**config.mk**
```make
export PLATFORM = sky130hd
export DESIGN_NAME = mult_div_unit_flat
export DESIGN_NICKNAME = d
export VERILOG_FILES = /design/src/rtl/mdu_pkg.sv /design/src/rtl/mdu_if.sv /design/src/rtl/mdu_step.sv /design/src/rtl/mult_div_unit.sv /design/src/flat_wrapper.sv
export SDC_FILE = /design/constraint.sdc
export NUM_CORES = 1
export LEC_CHECK = 0
export ABC_CLOCK_PERIOD_IN_PS = 15400
export BUFFER_PORTS_ARGS = -buffer_cell sky130_fd_sc_hd__buf_2
export CORE_MARGIN = 5
export CORE_UTILIZATION = 35
export CTS_BUF_LIST = sky130_fd_sc_hd__clkbuf_16
export DETAILED_ROUTE_END_ITERATION = 8
export GPL_ROUTABILITY_DRIVEN = 0
export GPL_TIMING_DRIVEN = 0
export SLEW_MARGIN = 25
export SYNTH_ARGS = -nofsm -noshare
export SYNTH_HDL_FRONTEND = slang
export SYNTH_SLANG_ARGS = --single-unit
export TNS_END_PERCENT = 30
```
**constraint.sdc**
```tcl
create_clock -name clk -period 15.4 [get_ports clk]
set_clock_uncertainty 0.2 [all_clocks]
set_input_delay 0 -clock clk [delete_from_list [all_inputs] [get_ports clk]]
set_output_delay 0 -clock clk [all_outputs]
set_load 0.1 [all_outputs]
```
**src/rtl/mdu_pkg.sv**
```systemverilog
// mdu_pkg
// Shared definitions for the multiply/divide unit and its neighbours in the
// execute stage: HI/LO operation codes, the multiply/divide FSM state
// encoding, the default datapath width and the ALU control codes.
// No ports (package).

package mdu_pkg;

   localparam int MDU_WIDTH = 32;

   // Multiply/divide unit operation codes; 3'd6 and 3'd7 are not assigned
   localparam logic [2:0] OP_MULT  = 3'd0;
   localparam logic [2:0] OP_MULTU = 3'd1;
   localparam logic [2:0] OP_DIV   = 3'd2;
   localparam logic [2:0] OP_DIVU  = 3'd3;
   localparam logic [2:0] OP_MTHI  = 3'd4;
   localparam logic [2:0] OP_MTLO  = 3'd5;

   // Multiply/divide FSM state encoding
   localparam logic [1:0] ST_IDLE = 2'd0;
   localparam logic [1:0] ST_CALC = 2'd1;
   localparam logic [1:0] ST_FIX  = 2'd2;

   // ALU control codes used by the integer ALU next to this unit
   typedef enum logic [3:0] {
      ALU_ADD,
      ALU_SUB,
      ALU_AND,
      ALU_OR,
      ALU_XOR,
      ALU_NOR,
      ALU_SLT,
      ALU_SLTU,
      ALU_SLL,
      ALU_SRL,
      ALU_SRA
   } alu_ctrl_t;

endpackage

```
**src/rtl/mdu_if.sv**
```systemverilog
// mdu_if
// Request/result bundle between the pipeline and the multiply/divide unit.
//   start, op, srcA, srcB : request from the pipeline (master drives)
//   busy, done, dz        : status from the unit (slave drives)
//   hi, lo                : HI/LO architectural registers (slave drives)

interface mdu_if
   import mdu_pkg::*;
#(
   parameter int WIDTH = MDU_WIDTH
);

   logic             start;
   logic [2:0]       op;
   logic [WIDTH-1:0] srcA;
   logic [WIDTH-1:0] srcB;
   logic             busy;
   logic             done;
   logic             dz;
   logic [WIDTH-1:0] hi;
   logic [WIDTH-1:0] lo;

   modport master (
      output start, op, srcA, srcB,
      input  busy, done, dz, hi, lo
   );

   modport slave (
      input  start, op, srcA, srcB,
      output busy, done, dz, hi, lo
   );

endinterface

```
**src/rtl/mdu_step.sv**
```systemverilog
// mdu_step
// One radix-2 iteration of the multiply/divide datapath, purely combinational.
//   is_div  : 1 = restoring shift-subtract divide step, 0 = shift-add multiply step
//   acc     : upper half (partial product / partial remainder)
//   q       : lower half (remaining multiplier bits / dividend bits -> quotient)
//   b       : multiplicand magnitude or divisor magnitude
//   acc_nxt : next upper half
//   q_nxt   : next lower half

module mdu_step
   import mdu_pkg::*;
#(
   parameter int WIDTH = MDU_WIDTH
) (
   input  logic             is_div,
   input  logic [WIDTH-1:0] acc,
   input  logic [WIDTH-1:0] q,
   input  logic [WIDTH-1:0] b,
   output logic [WIDTH-1:0] acc_nxt,
   output logic [WIDTH-1:0] q_nxt
);

   logic [WIDTH:0] sum;
   logic [WIDTH:0] shifted;
   logic [WIDTH:0] diff;

   // Multiply: add b when the current multiplier bit is set, then shift
   // {carry, acc, q} right by one so product bits drop into q.
   // Divide: shift the next dividend bit into the partial remainder and try
   // subtracting the divisor. The remainder stays below b, so shifted < 2*b
   // and diff[WIDTH] is exactly the borrow of the trial subtraction.
   always_comb begin
      sum     = {1'b0, acc} + (q[0] ? {1'b0, b} : {(WIDTH+1){1'b0}});
      shifted = {acc, q[WIDTH-1]};
      diff    = shifted - {1'b0, b};
      if (is_div) begin
         if (!diff[WIDTH]) begin
            acc_nxt = diff[WIDTH-1:0];
            q_nxt   = {q[WIDTH-2:0], 1'b1};
         end else begin
            acc_nxt = shifted[WIDTH-1:0];
            q_nxt   = {q[WIDTH-2:0], 1'b0};
         end
      end else begin
         acc_nxt = sum[WIDTH:1];
         q_nxt   = {sum[0], q[WIDTH-1:1]};
      end
   end

endmodule

```
**src/rtl/mult_div_unit.sv**
```systemverilog
// mult_div_unit
// Iterative multiply/divide unit with HI/LO registers.
//   clk : clock, rising edge
//   rst : asynchronous active-high reset
//   bus : mdu_if.slave -- start/op/srcA/srcB in; busy/done/dz/hi/lo out
// MULT/MULTU/DIV/DIVU run WIDTH iterations in CALC plus one FIX cycle for
// sign correction; divide by zero finishes immediately with dz set;
// MTHI/MTLO write HI/LO directly from IDLE.

module mult_div_unit
   import mdu_pkg::*;
#(
   parameter int WIDTH = MDU_WIDTH,
   parameter int CNT_W = $clog2(WIDTH) + 1
) (
   input logic  clk,
   input logic  rst,
   mdu_if.slave bus
);

   logic [1:0]       state;
   logic [CNT_W-1:0] cnt;
   logic [WIDTH-1:0] acc;
   logic [WIDTH-1:0] q;
   logic [WIDTH-1:0] b;
   logic             is_div;
   logic             neg_lo;
   logic             neg_hi;
   logic [WIDTH-1:0] hi_r;
   logic [WIDTH-1:0] lo_r;
   logic             done_r;
   logic             dz_r;

   logic             signed_op;
   logic             a_neg;
   logic             b_neg;
   logic [WIDTH-1:0] a_mag;
   logic [WIDTH-1:0] b_mag;
   logic [WIDTH-1:0] acc_nxt;
   logic [WIDTH-1:0] q_nxt;
   logic [2*WIDTH-1:0] prod_fix;
   logic [WIDTH-1:0] quo_fix;
   logic [WIDTH-1:0] rem_fix;

   // The datapath works on unsigned magnitudes; the sign of each operand is
   // only honoured for MULT and DIV. The magnitude of the most-negative value
   // is representable as an unsigned WIDTH-bit number, so no extra bit needed.
   always_comb begin
      signed_op = (bus.op == OP_MULT) || (bus.op == OP_DIV);
      a_neg     = signed_op & bus.srcA[WIDTH-1];
      b_neg     = signed_op & bus.srcB[WIDTH-1];
      a_mag     = a_neg ? -bus.srcA : bus.srcA;
      b_mag     = b_neg ? -bus.srcB : bus.srcB;
   end

   mdu_step #(
      .WIDTH (WIDTH)
   ) u_step (
      .is_div  (is_div),
      .acc     (acc),
      .q       (q),
      .b       (b),
      .acc_nxt (acc_nxt),
      .q_nxt   (q_nxt)
   );

   // Sign correction applied in FIX. For multiply neg_lo is the product sign;
   // for divide it is the quotient sign and neg_hi the dividend sign, which
   // gives truncation toward zero and a remainder following the dividend.
   always_comb begin
      prod_fix = neg_lo ? -{acc, q} : {acc, q};
      quo_fix  = neg_lo ? -q : q;
      rem_fix  = neg_hi ? -acc : acc;
   end

   // FSM, iteration counter, operand registers and HI/LO. Requests are only
   // looked at in IDLE, so anything presented while busy has no effect.
   // HI/LO are written solely at the FIX exit, so an aborted run never
   // leaves a partial result behind.
   always_ff @(posedge clk or posedge rst) begin
      if (rst) begin
         state  <= ST_IDLE;
         cnt    <= '0;
         acc    <= '0;
         q      <= '0;
         b      <= '0;
         is_div <= 1'b0;
         neg_lo <= 1'b0;
         neg_hi <= 1'b0;
         hi_r   <= '0;
         lo_r   <= '0;
         done_r <= 1'b0;
         dz_r   <= 1'b0;
      end else begin
         done_r <= 1'b0;
         case (state)
            ST_IDLE: begin
               if (bus.start) begin
                  case (bus.op)
                     OP_MULT, OP_MULTU: begin
                        acc    <= '0;
                        q      <= b_mag;
                        b      <= a_mag;
                        is_div <= 1'b0;
                        neg_lo <= a_neg ^ b_neg;
                        neg_hi <= 1'b0;
                        cnt    <= CNT_W'(WIDTH - 1);
                        state  <= ST_CALC;
                     end
                     OP_DIV, OP_DIVU: begin
                        if (bus.srcB == '0) begin
                           done_r <= 1'b1;
                           dz_r   <= 1'b1;
                        end else begin
                           acc    <= '0;
                           q      <= a_mag;
                           b      <= b_mag;
                           is_div <= 1'b1;
                           neg_lo <= a_neg ^ b_neg;
                           neg_hi <= a_neg;
                           dz_r   <= 1'b0;
                           cnt    <= CNT_W'(WIDTH - 1);
                           state  <= ST_CALC;
                        end
                     end
                     OP_MTHI: hi_r <= bus.srcA;
                     OP_MTLO: lo_r <= bus.srcA;
                     default: ;
                  endcase
               end
            end
            ST_CALC: begin
               acc <= acc_nxt;
               q   <= q_nxt;
               if (cnt == '0) begin
                  state <= ST_FIX;
               end else begin
                  cnt <= cnt - CNT_W'(1);
               end
            end
            ST_FIX: begin
               if (is_div) begin
                  hi_r <= rem_fix;
                  lo_r <= quo_fix;
               end else begin
                  hi_r <= prod_fix[2*WIDTH-1:WIDTH];
                  lo_r <= prod_fix[WIDTH-1:0];
               end
               done_r <= 1'b1;
               state  <= ST_IDLE;
            end
            default: state <= ST_IDLE;
         endcase
      end
   end

   assign bus.busy = (state != ST_IDLE);
   assign bus.done = done_r;
   assign bus.dz   = dz_r;
   assign bus.hi   = hi_r;
   assign bus.lo   = lo_r;

endmodule

```
**src/flat_wrapper.sv**
```systemverilog
// flat-port wrapper written by rule: the top's interface ports become plain ports
module mult_div_unit_flat import mdu_pkg::*;
#(
   parameter int WIDTH = MDU_WIDTH,
   parameter int CNT_W = $clog2(WIDTH) + 1
)
  (clk, rst, bus_start, bus_op, bus_srcA, bus_srcB, bus_busy, bus_done, bus_dz, bus_hi, bus_lo);
  mdu_if #(.WIDTH(WIDTH)) bus_i ();
  input logic clk;
  input logic rst;
  input wire logic [$bits(bus_i.start)-1:0] bus_start;
  input wire logic [$bits(bus_i.op)-1:0] bus_op;
  input wire logic [$bits(bus_i.srcA)-1:0] bus_srcA;
  input wire logic [$bits(bus_i.srcB)-1:0] bus_srcB;
  output wire logic [$bits(bus_i.busy)-1:0] bus_busy;
  output wire logic [$bits(bus_i.done)-1:0] bus_done;
  output wire logic [$bits(bus_i.dz)-1:0] bus_dz;
  output wire logic [$bits(bus_i.hi)-1:0] bus_hi;
  output wire logic [$bits(bus_i.lo)-1:0] bus_lo;
  assign bus_i.start = bus_start;
  assign bus_i.op = bus_op;
  assign bus_i.srcA = bus_srcA;
  assign bus_i.srcB = bus_srcB;
  assign bus_busy = bus_i.busy;
  assign bus_done = bus_i.done;
  assign bus_dz = bus_i.dz;
  assign bus_hi = bus_i.hi;
  assign bus_lo = bus_i.lo;
  mult_div_unit #(.WIDTH(WIDTH), .CNT_W(CNT_W)) u_core (.clk(clk), .rst(rst), .bus(bus_i));
endmodule
```
After elaboration in Yosys (flattened, before gate mapping):

Index checks and enable logic that the tools add are counted.

* bits in registers: 173
* output and inout port bits: 67
* word-level logic and storage cells: 104

* add/sub/neg operators: 8
* equality and inequality tests: 15
* muxes and demuxes: 48
* bitwise gates (word level): 3
* reductions and logical operators: 18

Operators with widths (number)
* $mux W32: 19
* $pmux W32 S2: 7
* $neg A32 Y32: 4
* $mux W64: 1
* $neg A64 Y64: 1
* $add A32 B33 Y33: 1
* $sub A33 B32 Y33: 1
* $logic_not A32 Y1: 1
* $pmux W6 S2: 2
* $mux W6: 3
* $reduce_and A4 Y1: 3
* $ne A2 B2 Y1 const B: 5
* $reduce_and A3 Y1: 3
* $pmux W1 S2: 4
* $pmux W2 S2: 2
* $reduce_bool A2 Y1: 4
* $mux W1: 7
* $eq A3 B2 Y1 const B: 2
* $eq A3 B3 Y1 const B: 2
* $logic_not A6 Y1: 1
* $mux W2: 3
* $ne A3 B3 Y1 const B: 2
* $sub A6 B1 Y6 const B: 1
* $reduce_and A5 Y1: 1
* 10 further kinds: 12

Longest topological paths before layout:

* depth in word-level cells: 8
* depth in mapped cells: 15
* depth with buffers taken out: 14

By module:

From an unflattened synthesis, not the netlist that was laid out.

* cells, all modules: 1962
* area total of the unflattened synthesis: 15854.0 µm²

By module, submodules not included
* mult_div_unit: times used 1, cells an instance 1310, area an instance 11328.4 µm², seq. area each 4329.2 µm²
* mdu_step: times used 1, cells an instance 652, area an instance 4525.6 µm², seq. area each 0.0 µm²

Least setup slack after synthesis:

Ideal clock, no wire load.

* path type: register to register
* start: reg u_core.q[31]
* end: reg u_core.acc[10]
* library setup time: 0.132 ns
* arrival: 3.216 ns
* path slack: 11.852 ns
* cell stages (with the launch flop): 14
* path buffers: 2
* clock period less this slack: 3.548 ns
* cells stage by stage: dfrtp_1 -> inv_1 -> ha_1 -> fa_1 -> nand2b_1 -> a21o_1 -> a21oi_1 -> a21oi_1 -> o221ai_1 -> xor2_1 -> buf_2 -> buf_4 -> mux2i_1 -> o21ai_1

* cells in the longest elaborated chain, start to end: 4

Ends and longest elaborated chain
* from (decl): RTL line mult_div_unit.sv:24 `logic [WIDTH-1:0] q;`
* from (signal assigned): RTL line mult_div_unit.sv:102 `q <= b_mag;`
* from (signal assigned): RTL line mult_div_unit.sv:116 `q <= a_mag;`
* from (signal assigned): RTL line mult_div_unit.sv:134 `q <= q_nxt;`
* $sub A33 B32 Y33: RTL line mdu_step.sv:35 `diff = shifted - {1'b0, b};`
* $mux W32: RTL line mdu_step.sv:37 `if (!diff[WIDTH]) begin`
* $mux W32: RTL line mdu_step.sv:36 `if (is_div) begin`
* $pmux W32 S2: RTL line mult_div_unit.sv:96 `case (state)`
* to (signal assigned): RTL line mult_div_unit.sv:133 `acc <= acc_nxt;`
* to (decl): RTL line mult_div_unit.sv:23 `logic [WIDTH-1:0] acc;`

No other way between the ends.
A chain may end at the register's enable or synchronous reset.

Final worst setup path:

* start: reg u_core.q[31]
* end: reg u_core.acc[0]

* cells in the longest elaborated chain, start to end: 4

Ends and longest elaborated chain (RTL line)
* $sub A33 B32 Y33: mdu_step.sv:35
* $mux W32 *: mdu_step.sv:37
* $mux W32 *: mdu_step.sv:36
* $pmux W32 S2 *: mult_div_unit.sv:96

Mark *: on every way between the ends. The rest lies on a longest branch, timed or not.

==> flow_summary.toml <==
[setup_path]
cp_max_fo = 10
path_delay_family = "compound AO/OA/AOI/OAI gates"
critPathCaptureType = "register"
start_kind = "register"
max_stage_delay_ps = 740
crit_arrival_ps = 5420
required_ps = 15510
worst-path-buf-inv = 3
critical_path_class = "register to register"
cp_cell_sequence = "inv_1 > ha_1 > fa_1 > nand2b_1 > a21o_1 > a21oi_1 > a21oi_1 > o221ai_1 > xor2_1 > buf_2 > buf_2 > nand2_1 > o211ai_1 > o221ai_1"
cp_slowest_cell = "xor2_1"

[cells_and_area]
nets = 2264
final_cell_mix = "nor2_1 (242), a21oi_1 (207), dfrtp_1 (173)"
fillers = 4346
utilization = 0.421
seqCellArea_um2 = 4330
drive_above_1_share = 0.0993
finalNonFillerCells = 2675
syn_to_final_growth_pct = 18.6
final_common_cell = "nor2_1"
multi_input_area_um2 = 9890

[global_routing]
track_usage = 0.241
grt_overflow = 0
grt_antenna_before_repair = 1
grt_pass1_wl_um = 88300
grt_max_degree = 95
use_met3 = 0.0628
use_met1 = 0.349
use_met2 = 0.358
grt-busiest-layer = "met2"
grt_pass1_vias = 15000

[timing]
setup_viol = 0
rsz0062_at_grt = "false"
layout_min_cycle_time_ps = 5310
fmax_mhz = 188
min_period_over_period = 0.345
finalSetupTns_ps = 0
hold_viol = 1
maxSlewViolCount = 0
hold_ws_ps = -0.406
worst_pin_slew_ps = 1160
slew_headroom = 0.223

[hold_path]
hp-class = "primary input to asynchronous set/reset pin"

[flow_run]
drv_cap = 0

[cts]
clk_transition_reported_paths_ps = 70
cts_tree = "built"
clkSinkCount = 173
cts_max_path_buffers = 2
cts_root_buf = "clkbuf_16"
cts_buffers = 17
clk_latency_ps = 460
cts-htree-levels = 4

[detailed_routing]
postRouteAntennaNets = 0
drt_first_pass_iters = 7
drc = 0
drt_wl_total_um = 58600
detailroute.via_count = 15800
routed_via_density = 5.91
drt_iter0_drc = 1901
post_drt_wl_per_cell_um = 21.9

[power]
clkPwrFrac = 0.101
sequentialPowerShare = 0.199
ir_drop_mv = 0.218
powerDensity_nw_per_um2 = 265
power_frac_comb = 0.700
switching_share = 0.562
leakage_nw = 7.50
p_int_w = 0.00206
p_switching_w = 0.00264

[status]
violations = "negative hold slack"
status = "finished with violations"

[logic_synthesis]
async_flop_share = 1.00
netlist_instances = 1889
synth_nets = 2031
synth_seq_area_share = 0.290
ys_ff_latch = 173
syn_area_um2 = 14900
synth_cell_types = 73
ys.flop_type = "dfrtp_1"
yosysWarnings = 0
synth-edff-count = 0
avgSynthCellArea_um2 = 7.90

[floorplanning]
die_width_um = 216
die-area_um2 = 46800
start_util = 0.355
core.rowCount = 75
io_pins = 137
fp.dieH_um = 216
core_area_um2 = 42000

[place]
placedCellCount = 2564
place_hpwl_um = 45900
io_buffers = 135
## synthesized netlist by cell type (4+ instances only)
library cell	instances	area [um2]
dfrtp_1	173	4330
nor2b_1	11	68.8
xnor2_1	98	858
nand2b_1	13	81.3
o21a_1	12	90.1
o31ai_1	26	195
a211o_1	5	43.8
a21oi_1	207	1040
nor4_1	20	125
nand3_1	28	140
o221ai_1	13	114
clkbuf_1	91	342
o22ai_1	8	50.1
a21boi_0	4	30.0
mux2_2	15	169
nor3_1	37	185
a222oi_1	6	60.1
and3_1	11	68.8
nand4_1	9	56.3
a221o_1	4	40.0
inv_1	59	221
o21ai_1	50	250
a211oi_1	11	82.6
mux2i_1	100	1000
o211ai_1	20	150
o221a_1	4	45.0
o21ai_0	98	490
buf_1	11	41.3
or3_1	11	68.8
nor3b_1	5	37.5
xor2_1	79	692
or2_2	5	31.3
o21bai_1	7	52.6
ha_1	70	876
a22oi_1	17	128
o41ai_1	12	105
o31a_1	5	43.8
or4_1	15	113
and2_1	10	62.6
nor2_1	242	908
buf_2	10	50.1
a31oi_1	16	100
a21o_1	29	218
nand2_1	166	623
## final cells by class
type | count | area share
diodes | 1 | 0.000141
clock buffers | 17 | 0.0240
clock inverters | 15 | 0.0105
flip-flops and latches | 173 | 0.245
multi-input cells | 1540 | 0.559
repair buffers | 214 | 0.0839
well taps | 539 | 0.0381
plain buffers | 116 | 0.0266
inverters | 60 | 0.0132
## worst register-to-register path, cell delays in order, from the launching register on
cell      delay [ps]
dfrtp_1          620
inv_1            260
ha_1             290
fa_1             410
nand2b_1         210
a21o_1           190
a21oi_1          450
a21oi_1          250
o221ai_1         450
xor2_1           740
buf_2            410
buf_2            330
nand2_1           90
o211ai_1         110
o221ai_1         150
## power by group through the flow
stage | sequential (W) | combinational [W] | clock (W)
2_1_floorplan | 0.00138 | 0.00198 | 0
3_3_place_gp | 0.000927 | 0.00317 | 0
3_5_place_dp | 0.000932 | 0.00320 | 0
4_1_cts | 0.000926 | 0.00324 | 0.000479
5_1_grt | 0.000961 | 0.00356 | 0.000496
6_report | 0.000935 | 0.00329 | 0.000474
## sequential cells by signal (all words and copies together) (netlist names)
signal           count
u_core.neg_hi        1
u_core.is_div        1
u_core.cnt           6
u_core.bus.done      1
u_core.bus.hi       32
u_core.neg_lo        1
u_core.bus.dz        1
u_core.bus.lo       32
u_core.state         2
u_core.acc          32
u_core.q            32
u_core.b            32
## worst paths after layout
| check | from | to | slack, ps | depth (start not counted) |
|---|---|---|---|---|
| hold reg to reg | u_core.b[10] | u_core.b[10] | 290 | 2 |
| hold / removal | rst | u_core.acc[6] | -0.4 | 3 |
| setup / recovery | u_core.q[31] | u_core.acc[0] | 10090 | 14 |
| setup reg to reg | u_core.q[31] | u_core.acc[0] | 10090 | 14 |
| min in group clk | bus_op[0] | u_core.q[31] | 80 | 6 |
| max in group asynchronous | rst | u_core.cnt[2] | 14070 | 4 |
## per-stage QoR
step	total power (W)	worst slack [ps]	area, um2
floorplan	0.00336	10510	14900
global placement	0.00410	8130	16300
finish	0.00470	10090	17700
global route	0.00502	9840	17700
detailed placement	0.00414	10340	16300
CTS	0.00464	10320	17700
## kinds of logic (layout without fill, tap and decap cells)
kind of cell | Yosys count | in the layout | synth area share
adder cells (fa/ha/maj) | 72 | 72 | 0.0614
XOR/XNOR | 177 | 177 | 0.104
flip-flops | 173 | 173 | 0.290
other | 0 | 1 | 0
AND/OR/NAND/NOR | 599 | 599 | 0.183
buffers and inverters | 176 | 422 | 0.0466
multiplexers | 116 | 116 | 0.0792
AO/OA/AOI/OAI | 576 | 576 | 0.236
## routing by layer
metal	wire length [um]	up-vias
li1	-	7229
met1	26100	7611
met2	24800	850
met3	6170	105
met4	1490	2
met5	13	-
## repair_timing
item                      4_1_cts  5_1_grt
hold buffers                   78        0
setup buffers                   0        0
resized for setup               0        0
hold endpoints to repair      209        0
No activity file was read; power rests on OpenSTA's default activity.
